[src/rtl/stage_phase_monitor.sv]
// Receiving side of the stage/phase code: tracks the 2-bit phase, checks order and
// per-phase duration, locks onto the sequence and drives registered one-hot enables.
module stage_phase_monitor #(
  parameter int unsigned LEN_W = 9,
  parameter int unsigned MIN0  = 96,
  parameter int unsigned MAX0  = 106,
  parameter int unsigned MIN1  = 18,
  parameter int unsigned MAX1  = 22,
  parameter int unsigned MIN2  = 76,
  parameter int unsigned MAX2  = 84
) (
  input  logic             clk,
  input  logic             rst,
  input  logic [1:0]       phase_in,
  input  logic             clr_err,
  output logic             en_p0,
  output logic             en_p1,
  output logic             en_p2,
  output logic             locked,
  output logic [LEN_W-1:0] last_len,
  output logic [7:0]       round_cnt,
  output logic             err_order,
  output logic             err_len,
  output logic             err_code
);

  localparam logic [LEN_W-1:0] Min0L = LEN_W'(MIN0);
  localparam logic [LEN_W-1:0] Max0L = LEN_W'(MAX0);
  localparam logic [LEN_W-1:0] Min1L = LEN_W'(MIN1);
  localparam logic [LEN_W-1:0] Max1L = LEN_W'(MAX1);
  localparam logic [LEN_W-1:0] Min2L = LEN_W'(MIN2);
  localparam logic [LEN_W-1:0] Max2L = LEN_W'(MAX2);

  typedef enum logic [1:0] {StUnsync, StSync, StLocked} state_e;

  state_e           state_q, state_d;
  logic [1:0]       phase_q, phase_d;
  logic [LEN_W-1:0] len_cnt_q, len_cnt_d;
  logic [LEN_W-1:0] last_len_q, last_len_d;
  logic [7:0]       round_cnt_q, round_cnt_d;
  logic [2:0]       en_q, en_d;
  logic             locked_q, locked_d;
  logic             err_order_q, err_order_d;
  logic             err_len_q, err_len_d;
  logic             err_code_q, err_code_d;

  logic             change, legal, wrap, checking;
  logic             ev_order, ev_len, ev_code;
  logic [LEN_W-1:0] len_lo, len_hi;

  // Transition decode, error events, next state and next outputs.
  always_comb begin
    change   = (phase_in != phase_q);
    legal    = change && (((phase_q == 2'b00) && (phase_in == 2'b01)) ||
                          ((phase_q == 2'b01) && (phase_in == 2'b10)) ||
                          ((phase_q == 2'b10) && (phase_in == 2'b00)));
    wrap     = change && (phase_q == 2'b10) && (phase_in == 2'b00);
    checking = (state_q != StUnsync);

    len_lo = '0;
    len_hi = '1;
    case (phase_q)
      2'b00:   begin len_lo = Min0L; len_hi = Max0L; end
      2'b01:   begin len_lo = Min1L; len_hi = Max1L; end
      2'b10:   begin len_lo = Min2L; len_hi = Max2L; end
      default: begin len_lo = '0;    len_hi = '1;    end
    endcase

    // Length is judged against the phase being left, only on legal changes.
    ev_code  = (phase_in == 2'b11);
    ev_order = checking && change && !legal;
    ev_len   = checking && legal && ((len_cnt_q < len_lo) || (len_cnt_q > len_hi));

    state_d = state_q;
    if (ev_code || ev_order || ev_len) begin
      state_d = StUnsync;
    end else if (wrap) begin
      case (state_q)
        StUnsync: state_d = StSync;
        StSync:   state_d = StLocked;
        default:  state_d = StLocked;
      endcase
    end

    phase_d     = phase_in;
    len_cnt_d   = change ? LEN_W'(1) : ((len_cnt_q == '1) ? len_cnt_q : len_cnt_q + LEN_W'(1));
    last_len_d  = (checking && change) ? len_cnt_q : last_len_q;
    round_cnt_d = round_cnt_q;
    if ((state_q == StLocked) && (state_d == StLocked) && wrap) begin
      round_cnt_d = round_cnt_q + 8'd1;
    end

    // Error event wins over a simultaneous clear.
    err_order_d = ev_order | (err_order_q & ~clr_err);
    err_len_d   = ev_len   | (err_len_q   & ~clr_err);
    err_code_d  = ev_code  | (err_code_q  & ~clr_err);

    en_d = 3'b000;
    if (state_d == StLocked) begin
      case (phase_in)
        2'b00:   en_d = 3'b001;
        2'b01:   en_d = 3'b010;
        2'b10:   en_d = 3'b100;
        default: en_d = 3'b000;
      endcase
    end
    locked_d = (state_d == StLocked);
  end

  // State registers with synchronous active-low reset.
  always_ff @(posedge clk) begin
    if (!rst) begin
      state_q     <= StUnsync;
      phase_q     <= 2'b00;
      len_cnt_q   <= LEN_W'(1);
      last_len_q  <= '0;
      round_cnt_q <= 8'd0;
      en_q        <= 3'b000;
      locked_q    <= 1'b0;
      err_order_q <= 1'b0;
      err_len_q   <= 1'b0;
      err_code_q  <= 1'b0;
    end else begin
      state_q     <= state_d;
      phase_q     <= phase_d;
      len_cnt_q   <= len_cnt_d;
      last_len_q  <= last_len_d;
      round_cnt_q <= round_cnt_d;
      en_q        <= en_d;
      locked_q    <= locked_d;
      err_order_q <= err_order_d;
      err_len_q   <= err_len_d;
      err_code_q  <= err_code_d;
    end
  end

  assign en_p0     = en_q[0];
  assign en_p1     = en_q[1];
  assign en_p2     = en_q[2];
  assign locked    = locked_q;
  assign last_len  = last_len_q;
  assign round_cnt = round_cnt_q;
  assign err_order = err_order_q;
  assign err_len   = err_len_q;
  assign err_code  = err_code_q;

endmodule

[config.mk]
export PLATFORM = sky130hd
export DESIGN_NAME = stage_phase_monitor
export DESIGN_NICKNAME = d
export VERILOG_FILES = /design/src/rtl/stage_phase_monitor.sv
export SDC_FILE = /design/constraint.sdc
export NUM_CORES = 1
export LEC_CHECK = 0
export BUFFER_PORTS_ARGS = -buffer_cell sky130_fd_sc_hd__buf_4
export CAP_MARGIN = 20
export CORE_MARGIN = 2
export CORE_UTILIZATION = 60
export DETAILED_ROUTE_END_ITERATION = 8
export GPL_ROUTABILITY_DRIVEN = 0
export PLACE_DENSITY = 0.83
export RECOVER_POWER = 100
export SETUP_SLACK_MARGIN = 0.4
export SKIP_CTS_REPAIR_TIMING = 1
export SLEW_MARGIN = 20
export SYNTH_ARGS = -nofsm -noshare
export SYNTH_HDL_FRONTEND = slang
export SYNTH_SLANG_ARGS = --single-unit
export TNS_END_PERCENT = 50
[constraint.sdc]
create_clock -name clk -period 4.7 [get_ports clk]
set_input_delay 0.235 -clock clk [delete_from_list [all_inputs] [get_ports clk]]
set_output_delay 0.235 -clock clk [all_outputs]
set_load 0.005 [all_outputs]
Yosys cells after proc, flatten, opt, wreduce, memory -nomap -nowiden
Cells that the tools add are included.
{ "op_classes": {"addsub": 2, "order_cmp": 2, "n_eq_ne": 9, "mux": 6, "n_bitwise": 8, "n_reduce_logical": 24} }
{ "op_table": {"columns": ["operator", "count"], "rows": [
  ["9-bit one-hot mux with 3 select lines", 1],
  ["7-bit one-hot mux with 3 select lines", 1],
  ["1-bit logical AND", 12],
  ["2-bit == test (second input constant)", 5],
  ["9-bit by 1-bit adder with 9-bit output (second input constant)", 1],
  ["9-bit == test (second input constant)", 1],
  ["9-bit greater-than comparator", 1],
  ["9-bit less-than comparator", 1],
  ["3-bit one-hot mux with 3 select lines", 1],
  ["8-bit by 1-bit adder with 8-bit output (second input constant)", 1],
  ["2-bit zero test", 3],
  ["2-bit 2-to-1 mux", 3],
  ["1-bit logical OR", 5],
  ["2-bit by 1-bit == test with 1-bit output (second input constant)", 2],
  ["1-bit bitwise AND", 3],
  ["1-bit OR", 3],
  ["2-bit inequality test", 1],
  ["1-bit inverter", 2],
  ["2-bit AND reduction", 1],
  ["2-bit nonzero test", 1],
  ["2-bit OR reduction", 1],
  ["1-bit zero test", 1]
]} }
{ "totals": {"reg_bits": 37, "word_cells": 61} }

Longest topological paths before layout
Gate-level depths: netlist of the first run.
{ "logic_depth": {"ltp_word": 13, "depth_mapped": 11, "mapped_depth_nobuf": 10} }

Least setup slack after synthesis of the first run
OpenSTA, ideal clock, no wires.
{ "synth_path": {"path_kind": "register -> register", "from": "register phase_q[0]", "to": "register round_cnt_q[6] (netlist: round_cnt[6])", "setup_ns": 0.118, "t_arrival_ns": 2.482, "required_time_ns": 4.582, "slack_ns": 2.100, "stages_incl_launch_ff": 10, "period_less_slack_ns": 2.600, "path_cell_list": "dfxtp_1 inv_1 ha_1 ha_1 a211o_1 a21oi_2 o221ai_1 o211a_2 or4_1 mux2i_1"} }
{ "synth_via": {"elab_chain_cells": 13, "word_cells_on_any_way": 29, "cone_classes": "order compare (2); eq/ne (4); mux (4); reduce/logical (19)"} }
{ "synth_rtl": {"columns": ["element", "line_no", "text"], "rows": [
  ["start, declared", "37", "logic [1:0] phase_q, phase_d;"],
  ["start signal, assigned", "125", "phase_q <= phase_d;"],
  ["branches (longest 12 deep; another with 9-bit less-than comparator)", null, null],
  ["1-bit logical AND (*)", "89", "if ((state_q == StLocked) && (state_d == StLocked) && wrap) begin"],
  ["end signal, assigned", "128", "round_cnt_q <= round_cnt_d;"],
  ["end, declared", "40", "logic [7:0] round_cnt_q, round_cnt_d;"]
]} }
Mark *: on every way between the ends.
A chain may end at the register's enable or synchronous reset.

Final worst setup path of the first run
{ "layout_path": {"from": "register phase_q[0]", "to": "register round_cnt_q[7] (netlist: round_cnt[7])"} }
The elaborated chain is that of the path after synthesis.

==> results.rst, run 1 <==
.. list-table::
   :header-rows: 1

   * - Metric
     - Value
   * - # Max-Cap Violations
     - 0
   * - Cell count after synthesis
     - 231
   * - CP Launch Type
     - flop
   * - Number of diodes added for antenna fixing
     - 0
   * - DRC violations left
     - 0
   * - Type of the worst setup path
     - flop to flop
   * - Hold WC Path Type
     - input port to flop
   * - Number of enable flip-flop cells after synthesis
     - 0
   * - Proportion of netlist area held by the largest area contributor
     - 35.2%
   * - Required arrival time at the worst endpoint
     - 4980 ps
   * - Series of cell instances along the critical path
     - inv_1 > ha_1 > nor2_1 > ha_1 > a2111o_1 > a31oi_1 > o21ai_0 > o21ai_0 > or4_1 > mux2i_1
   * - Critical-path maximum fanout
     - 8
   * - Largest delay share family, worst path
     - compound AO/OA/AOI/OAI gates
   * - Area of the mapped netlist
     - 2110 µm²
   * - Final count of hold timing violations
     - 0
   * - Total negative slack for setup checks
     - 0 ps
   * - Met1 Usage GRT
     - 29.5%
   * - Count of synthesis-stage warnings from yosys
     - 0
   * - Die boundary height
     - 63.2 µm
   * - WL/cell
     - 13.5 µm
   * - Nets
     - 282
   * - Global-route wire length before repair
     - 7200 µm
   * - Largest cells by area after synthesis
     - dfxtp_1, ha_1, mux2i_1
   * - Most common flop cell mapped by yosys
     - dfxtp_1
   * - Overall routing resource usage
     - 22.9%
   * - Register area share after synthesis
     - 35.2%
   * - CTS buffer count
     - 5
   * - Count of buffers inserted at the top-level ports
     - 28
   * - TritonCTS Sinks
     - 37
   * - Arrival time at the worst endpoint
     - 3280 ps
   * - Period utilisation layout
     - 63.8%
   * - Area of the die
     - 4000 µm²
   * - Post-synth top area cell
     - dfxtp_1
   * - Final worst clock skew
     - 4.19 ps
   * - Number of global-route vias before repair
     - 1608
   * - Standard cell area after detailed placement
     - 2320 µm²
   * - Clock-pin transition on the worst setup and hold timing paths
     - 100 ps
   * - Initial antenna violation count
     - 0
   * - Cell with the largest stage delay on the worst path
     - o21ai_0
   * - Drt first-iter violations
     - 65
   * - Most used cells in the layout excluding fill and tap cells
     - dfxtp_1, clkbuf_4, nor2_1
   * - Final Cell Area
     - 2350 µm²
   * - Met2 Usage GRT
     - 36.8%
   * - Commonest non-fill, non-tap cell in the layout
     - dfxtp_1
   * - Outcome
     - finished clean
   * - Area of the core
     - 3360 µm²
   * - CTS tree
     - yes
   * - Flops & latches, synth
     - 37
   * - Clk Latency, worst-skew pair
     - 340 ps
   * - Slew margin rel.
     - 52.5%
   * - Number of inserted filler cells in the final layout
     - 306
   * - Maximum buffer depth of the clock tree
     - 2
   * - Post-route ant nets
     - 0
   * - Number of distinct library cells after synthesis
     - 48
   * - Number of placement rows
     - 21
   * - Area growth from synthesis to layout
     - 11.5%
   * - Vias
     - 1685
   * - Buffer and inverter count on the worst path
     - 1
   * - Biggest cell delay along the critical path
     - 540 ps
   * - Footprint of the multi-input gates
     - 1250 µm²
   * - Maximum number of pins on one net before global-route repair
     - 19
   * - RSZ-0062 raised after global routing
     - false
   * - Gr busiest metal
     - met2
   * - Critical Path End Type
     - flop
   * - Initial core utilization
     - 62.6%
   * - Maximum vdd ir drop
     - 0.000190 V
   * - Net count after synthesis
     - 256
   * - Transition time at the pin with the least slew margin
     - 712 ps
   * - Layout cells sized above 1
     - 14.8%
   * - Leak Pwr
     - 0.000979 µW
   * - Storage cell area
     - 741 µm²
   * - Per-instance average area after synthesis
     - 9.12 µm²
   * - Share of async-settable or async-resettable flops after synthesis
     - 0%
   * - # IOs
     - 29
   * - Number of levels in the clock H-tree
     - 2
   * - Highest clock rate
     - 333 MHz
   * - GR Util met3
     - 4.82%
   * - PD cells
     - 231 nW/µm²
   * - DPL Wire Length
     - 3010 µm
   * - Fin crit period
     - 3000 ps
   * - Number of setup violations in the final report
     - 0
   * - Master cell of the clock root buffer
     - clkbuf_4
   * - Grt ovf
     - 0
   * - Per-cell via count in the routed design
     - 5.56
   * - Number of optimization iterations in the first detailed-route pass
     - 4
   * - Die Span X
     - 63.2 µm
   * - Number of slew-limit violations in the final report
     - 0
   * - Wire length reported by the detailed router
     - 4090 µm
report_power, final:
group	leakage, µW	internal, µW	switching, µW
clock	0.0000314	70.6	98.6
sequential	0.000299	316	4.48
combinational	0.000648	20.9	31.3
total	0.000979	408	134
cells by family after synthesis:
kind of cell | after synthesis | synth area share (%)
simple gates | 91 | 22.0
mux | 20 | 9.51
xor+xnor | 10 | 4.16
buf+inv | 19 | 4.28
flops | 37 | 35.2
fa+ha+maj | 20 | 11.9
compound gates | 34 | 13.0
stage by stage:
step           std cells  setup WS, ps  utilization, %  total power, µW  hold slack (ps)
2_1_floorplan        231          2100               -              369              387
3_3_place_gp         296          2000            69.0              380              462
3_5_place_dp         296          1930            69.0              382              471
4_1_cts              303          1920            70.6              548              148
5_1_grt              303          1300            69.8              568              148
6_report             303          1700            69.8              542              166
worst register-to-register path, cell delays in order (launching register included):
cell,delay (ps)
dfxtp_1,360
inv_1,160
ha_1,360
nor2_1,80
ha_1,310
a2111o_1,420
a31oi_1,140
o21ai_0,180
o21ai_0,540
or4_1,230
mux2i_1,170
flip-flops by register name (all words and copies together) (netlist names):
name       flops
err_code       1
phase_q        2
state_q        2
locked         1
en_q           3
round_cnt      8
len_cnt_q      9
err_len        1
err_order      1
last_len       9
cells in the mapped netlist, drive strengths merged, types with 2 or more instances:
| cell | number |
|---|---|
| nor4b | 2 |
| mux2i | 20 |
| and2 | 4 |
| xnor2 | 4 |
| nor2 | 26 |
| nand2b | 10 |
| or4 | 2 |
| nand2 | 16 |
| o21a | 3 |
| inv | 10 |
| ha | 20 |
| dfxtp | 37 |
| a31oi | 2 |
| xor2 | 6 |
| a21o | 3 |
| o22ai | 2 |
| a21oi | 9 |
| nor3 | 5 |
| clkbuf | 3 |
| nand4 | 4 |
| buf | 6 |
| o21ai | 6 |
| nor2b | 5 |
| nand3 | 9 |
layer usage:
layer | vias to the layer above | wire length (µm)
met3 | 6 | 177
met1 | 785 | 1940
met4 | 0 | 71
met2 | 35 | 1900
met5 | - | 0
li1 | 859 | -
final timing paths:
path                                   start      endpoint  slack [ps]  depth (start not counted)
worst min register to register  round_cnt[7]  round_cnt[7]         480                          2
worst max register to register    phase_q[0]  round_cnt[7]        1700                         10
worst min-delay path             phase_in[0]       en_q[2]         170                          2
worst max-delay path              phase_q[0]  round_cnt[7]        1700                         10
final cells by class:
class | count | share of cell area, %
clock buffers | 7 | 2.34
inverters | 10 | 1.60
multi-input cells | 175 | 53.3
flip-flops and latches | 37 | 31.5
well taps | 46 | 2.45
repair buffers | 28 | 8.79
No activity file was read; power rests on OpenSTA's default activity.
==> run 2: changes to the inputs <==
Settings changed: ABC_AREA set to 1, CORE_UTILIZATION 60 to 57, PLACE_DENSITY 0.83 to 0.79.
Clock period 4.7 ns to 3.1 ns, I/O delays scaled along.
==> run 2 against run 1 <==
Effect of this change:
- non-clock buffer count unchanged
- sequential power rose by 52%
- final cell count rose by 17%
- critical path depth rose by 1
- setup slack worse by 1100 ps
- sequential cell count is the same
- hold slack got worse by 29 ps
- highest routed layer unchanged
==> results.rst, run 2 <==
.. list-table::
   :header-rows: 1

   * - Metric
     - Value
   * - # IOs
     - 29
   * - CTS tree
     - yes
   * - Transition time at the pin with the least slew margin
     - 594 ps
   * - Maximum number of pins on one net before global-route repair
     - 16
   * - Fin crit period
     - 2470 ps
   * - Initial antenna violation count
     - 0
   * - Overall routing resource usage
     - 24.1%
   * - Register area share after synthesis
     - 35.3%
   * - Nets
     - 331
   * - DPL Wire Length
     - 3390 µm
   * - Grt ovf
     - 0
   * - Largest cells by area after synthesis
     - dfxtp_1, ha_1, nand2_1
   * - Initial core utilization
     - 58.2%
   * - Worst setup slack after layout
     - 631 ps
   * - Commonest cells in the synthesized netlist
     - nand2_1, dfxtp_1, inv_1
   * - Critical Path End Type
     - flop
   * - PD cells
     - 380 nW/µm²
   * - Number of global-route vias before repair
     - 1716
   * - Area of the core
     - 3610 µm²
   * - Flops & latches, synth
     - 37
   * - Count of synthesis-stage warnings from yosys
     - 0
   * - Number of optimization iterations in the first detailed-route pass
     - 4
   * - Share of async-settable or async-resettable flops after synthesis
     - 0%
   * - Hold WC Path Type
     - input port to flop
   * - Most used cells in the layout excluding fill and tap cells
     - nand2_1, inv_1, dfxtp_1
   * - Type of the worst setup path
     - flop to flop
   * - Vias
     - 1822
   * - Sequential share of power
     - 54.0%
   * - Most common flop cell mapped by yosys
     - dfxtp_1
   * - Sw power
     - 237 µW
   * - Worst-case setup slack after placement
     - 780 ps
   * - DRC violations left
     - 0
   * - Number of enable flip-flop cells after synthesis
     - 0
   * - Number of inserted filler cells in the final layout
     - 340
   * - Post-route ant nets
     - 0
   * - # Max-Cap Violations
     - 0
   * - Number of slew-limit violations in the final report
     - 0
   * - WL/cell
     - 12.4 µm
   * - Post-synth top area cell
     - dfxtp_1
   * - Area of the mapped netlist
     - 2100 µm²
   * - Maximum vdd ir drop
     - 0.000369 V
   * - Global-route wire length before repair
     - 7760 µm
   * - Count of buffers inserted at the top-level ports
     - 28
   * - Die Span X
     - 64.7 µm
   * - Per-instance average area after synthesis
     - 7.61 µm²
   * - Wire length reported by the detailed router
     - 4390 µm
   * - Critical-path maximum fanout
     - 4
   * - Highest clock rate
     - 405 MHz
   * - Slew margin rel.
     - 60.4%
   * - Final count of hold timing violations
     - 0
   * - Clk pwr share
     - 36.7%
   * - Clk Latency, worst-skew pair
     - 300 ps
   * - Outcome
     - finished clean
   * - CTS buffer count
     - 5
   * - Switching part of the total power
     - 26.2%
   * - Period utilisation layout
     - 79.7%
   * - Non-Filler Instances
     - 355
   * - Maximum buffer depth of the clock tree
     - 2
   * - Number of placement rows
     - 22
   * - Drt first-iter violations
     - 91
   * - Number of instances in the placed design
     - 347
   * - Leak Pwr
     - 0.00110 µW
   * - Total internal power
     - 666 µW
   * - Commonest non-fill, non-tap cell in the layout
     - nand2_1
   * - Net count after synthesis
     - 301
   * - TritonCTS Sinks
     - 37
   * - Area of the die
     - 4180 µm²
   * - RSZ-0062 raised after global routing
     - false
   * - Number of levels in the clock H-tree
     - 2
   * - Number of diodes added for antenna fixing
     - 0
   * - Hold Slack
     - 137 ps
   * - Required arrival time at the worst endpoint
     - 3330 ps
   * - Cell with the most instances after synthesis
     - nand2_1
   * - Number of setup violations in the final report
     - 0
   * - Master cell of the clock root buffer
     - clkbuf_8
   * - Number of distinct library cells after synthesis
     - 30
   * - Final worst clock skew
     - 7.20 ps
   * - Proportion of netlist area held by the largest area contributor
     - 35.3%
   * - Cell count after synthesis
     - 276
   * - CP Launch Type
     - flop
   * - Arrival time at the worst endpoint
     - 2700 ps
   * - Combinational cell fraction of total power
     - 9.3%
   * - Layout cells sized above 1
     - 16.0%
   * - Clock-pin transition on the worst setup and hold timing paths
     - 70 ps
   * - Die boundary height
     - 64.7 µm
   * - Area growth from synthesis to layout
     - 13.1%
   * - Total negative slack for setup checks
     - 0 ps
   * - Per-cell via count in the routed design
     - 5.13
-- run 2: cell count changes after synthesis, sizes merged, moves of 6 or more --
cell,change
nand2,+45
nand4,+6
inv,+31
mux2i,-20
o21ai,+10
a21oi,+15
nand2b,-10
-- run 2: logic make-up (layout without fill, tap and decap cells) --
group | after synthesis | in the layout | share of synthesized area [%]
compound gates | 44 | 44 | 12.4
xor+xnor | 7 | 7 | 2.92
fa+ha+maj | 20 | 20 | 11.9
buf+inv | 46 | 77 | 8.94
flops | 37 | 37 | 35.3
simple gates | 122 | 122 | 28.5
-- run 2: critical path, stage by stage, from the launching register on --
cell,delay [ps]
dfxtp_1,400
inv_1,110
ha_1,350
ha_1,290
nand2_1,40
nor3_1,220
nand3b_1,120
nand2_1,80
nand2_1,60
a21boi_0,440
nand3b_4,170
nor2_1,130
-- run 2: final timing paths --
path         cells past startpoint   startpoint          to  slack [ps]
min reg2reg                      2     err_code    err_code         480
max                             11   phase_q[0]     en_q[2]         630
min                              3  phase_in[0]  phase_q[0]         140
max reg2reg                     11   phase_q[0]     en_q[2]         630
-- run 2: layout make-up --
cell class | instances | area, µm² | share of cell area [%]
clock buffers | 5 | 68.8 | 2.90
clock inverters | 3 | 17.5 | 0.738
inverters | 41 | 154 | 6.48
multi-input cells | 193 | 1130 | 47.5
flip-flops and latches | 37 | 741 | 31.2
well taps | 48 | 60.1 | 2.53
repair buffers | 28 | 206 | 8.69
-- run 2: power groups by stage --
stage	Combinational [µW]	Clock [µW]	Sequential, µW
global placement	88.0	0	498
global route	96.0	361	488
CTS	91.0	341	488
finish	84.4	331	488
detailed placement	90.4	0	499
floorplan	68.2	0	497
-- run 2: layer usage --
layer | GRT usage [%] | wire length, µm
met1 | 31.7 | 2100
met3 | 5.73 | 180
met5 | 0 | 0
met4 | 10.9 | 116
met2 | 37.6 | 2000
-- run 2: stage by stage --
step	util [%]	cell area, µm²	total power, µW
floorplan	-	2100	566
global placement	64.8	2340	586
detailed placement	64.8	2340	589
CTS	67.2	2420	920
global route	65.9	2370	945
finish	65.9	2370	903
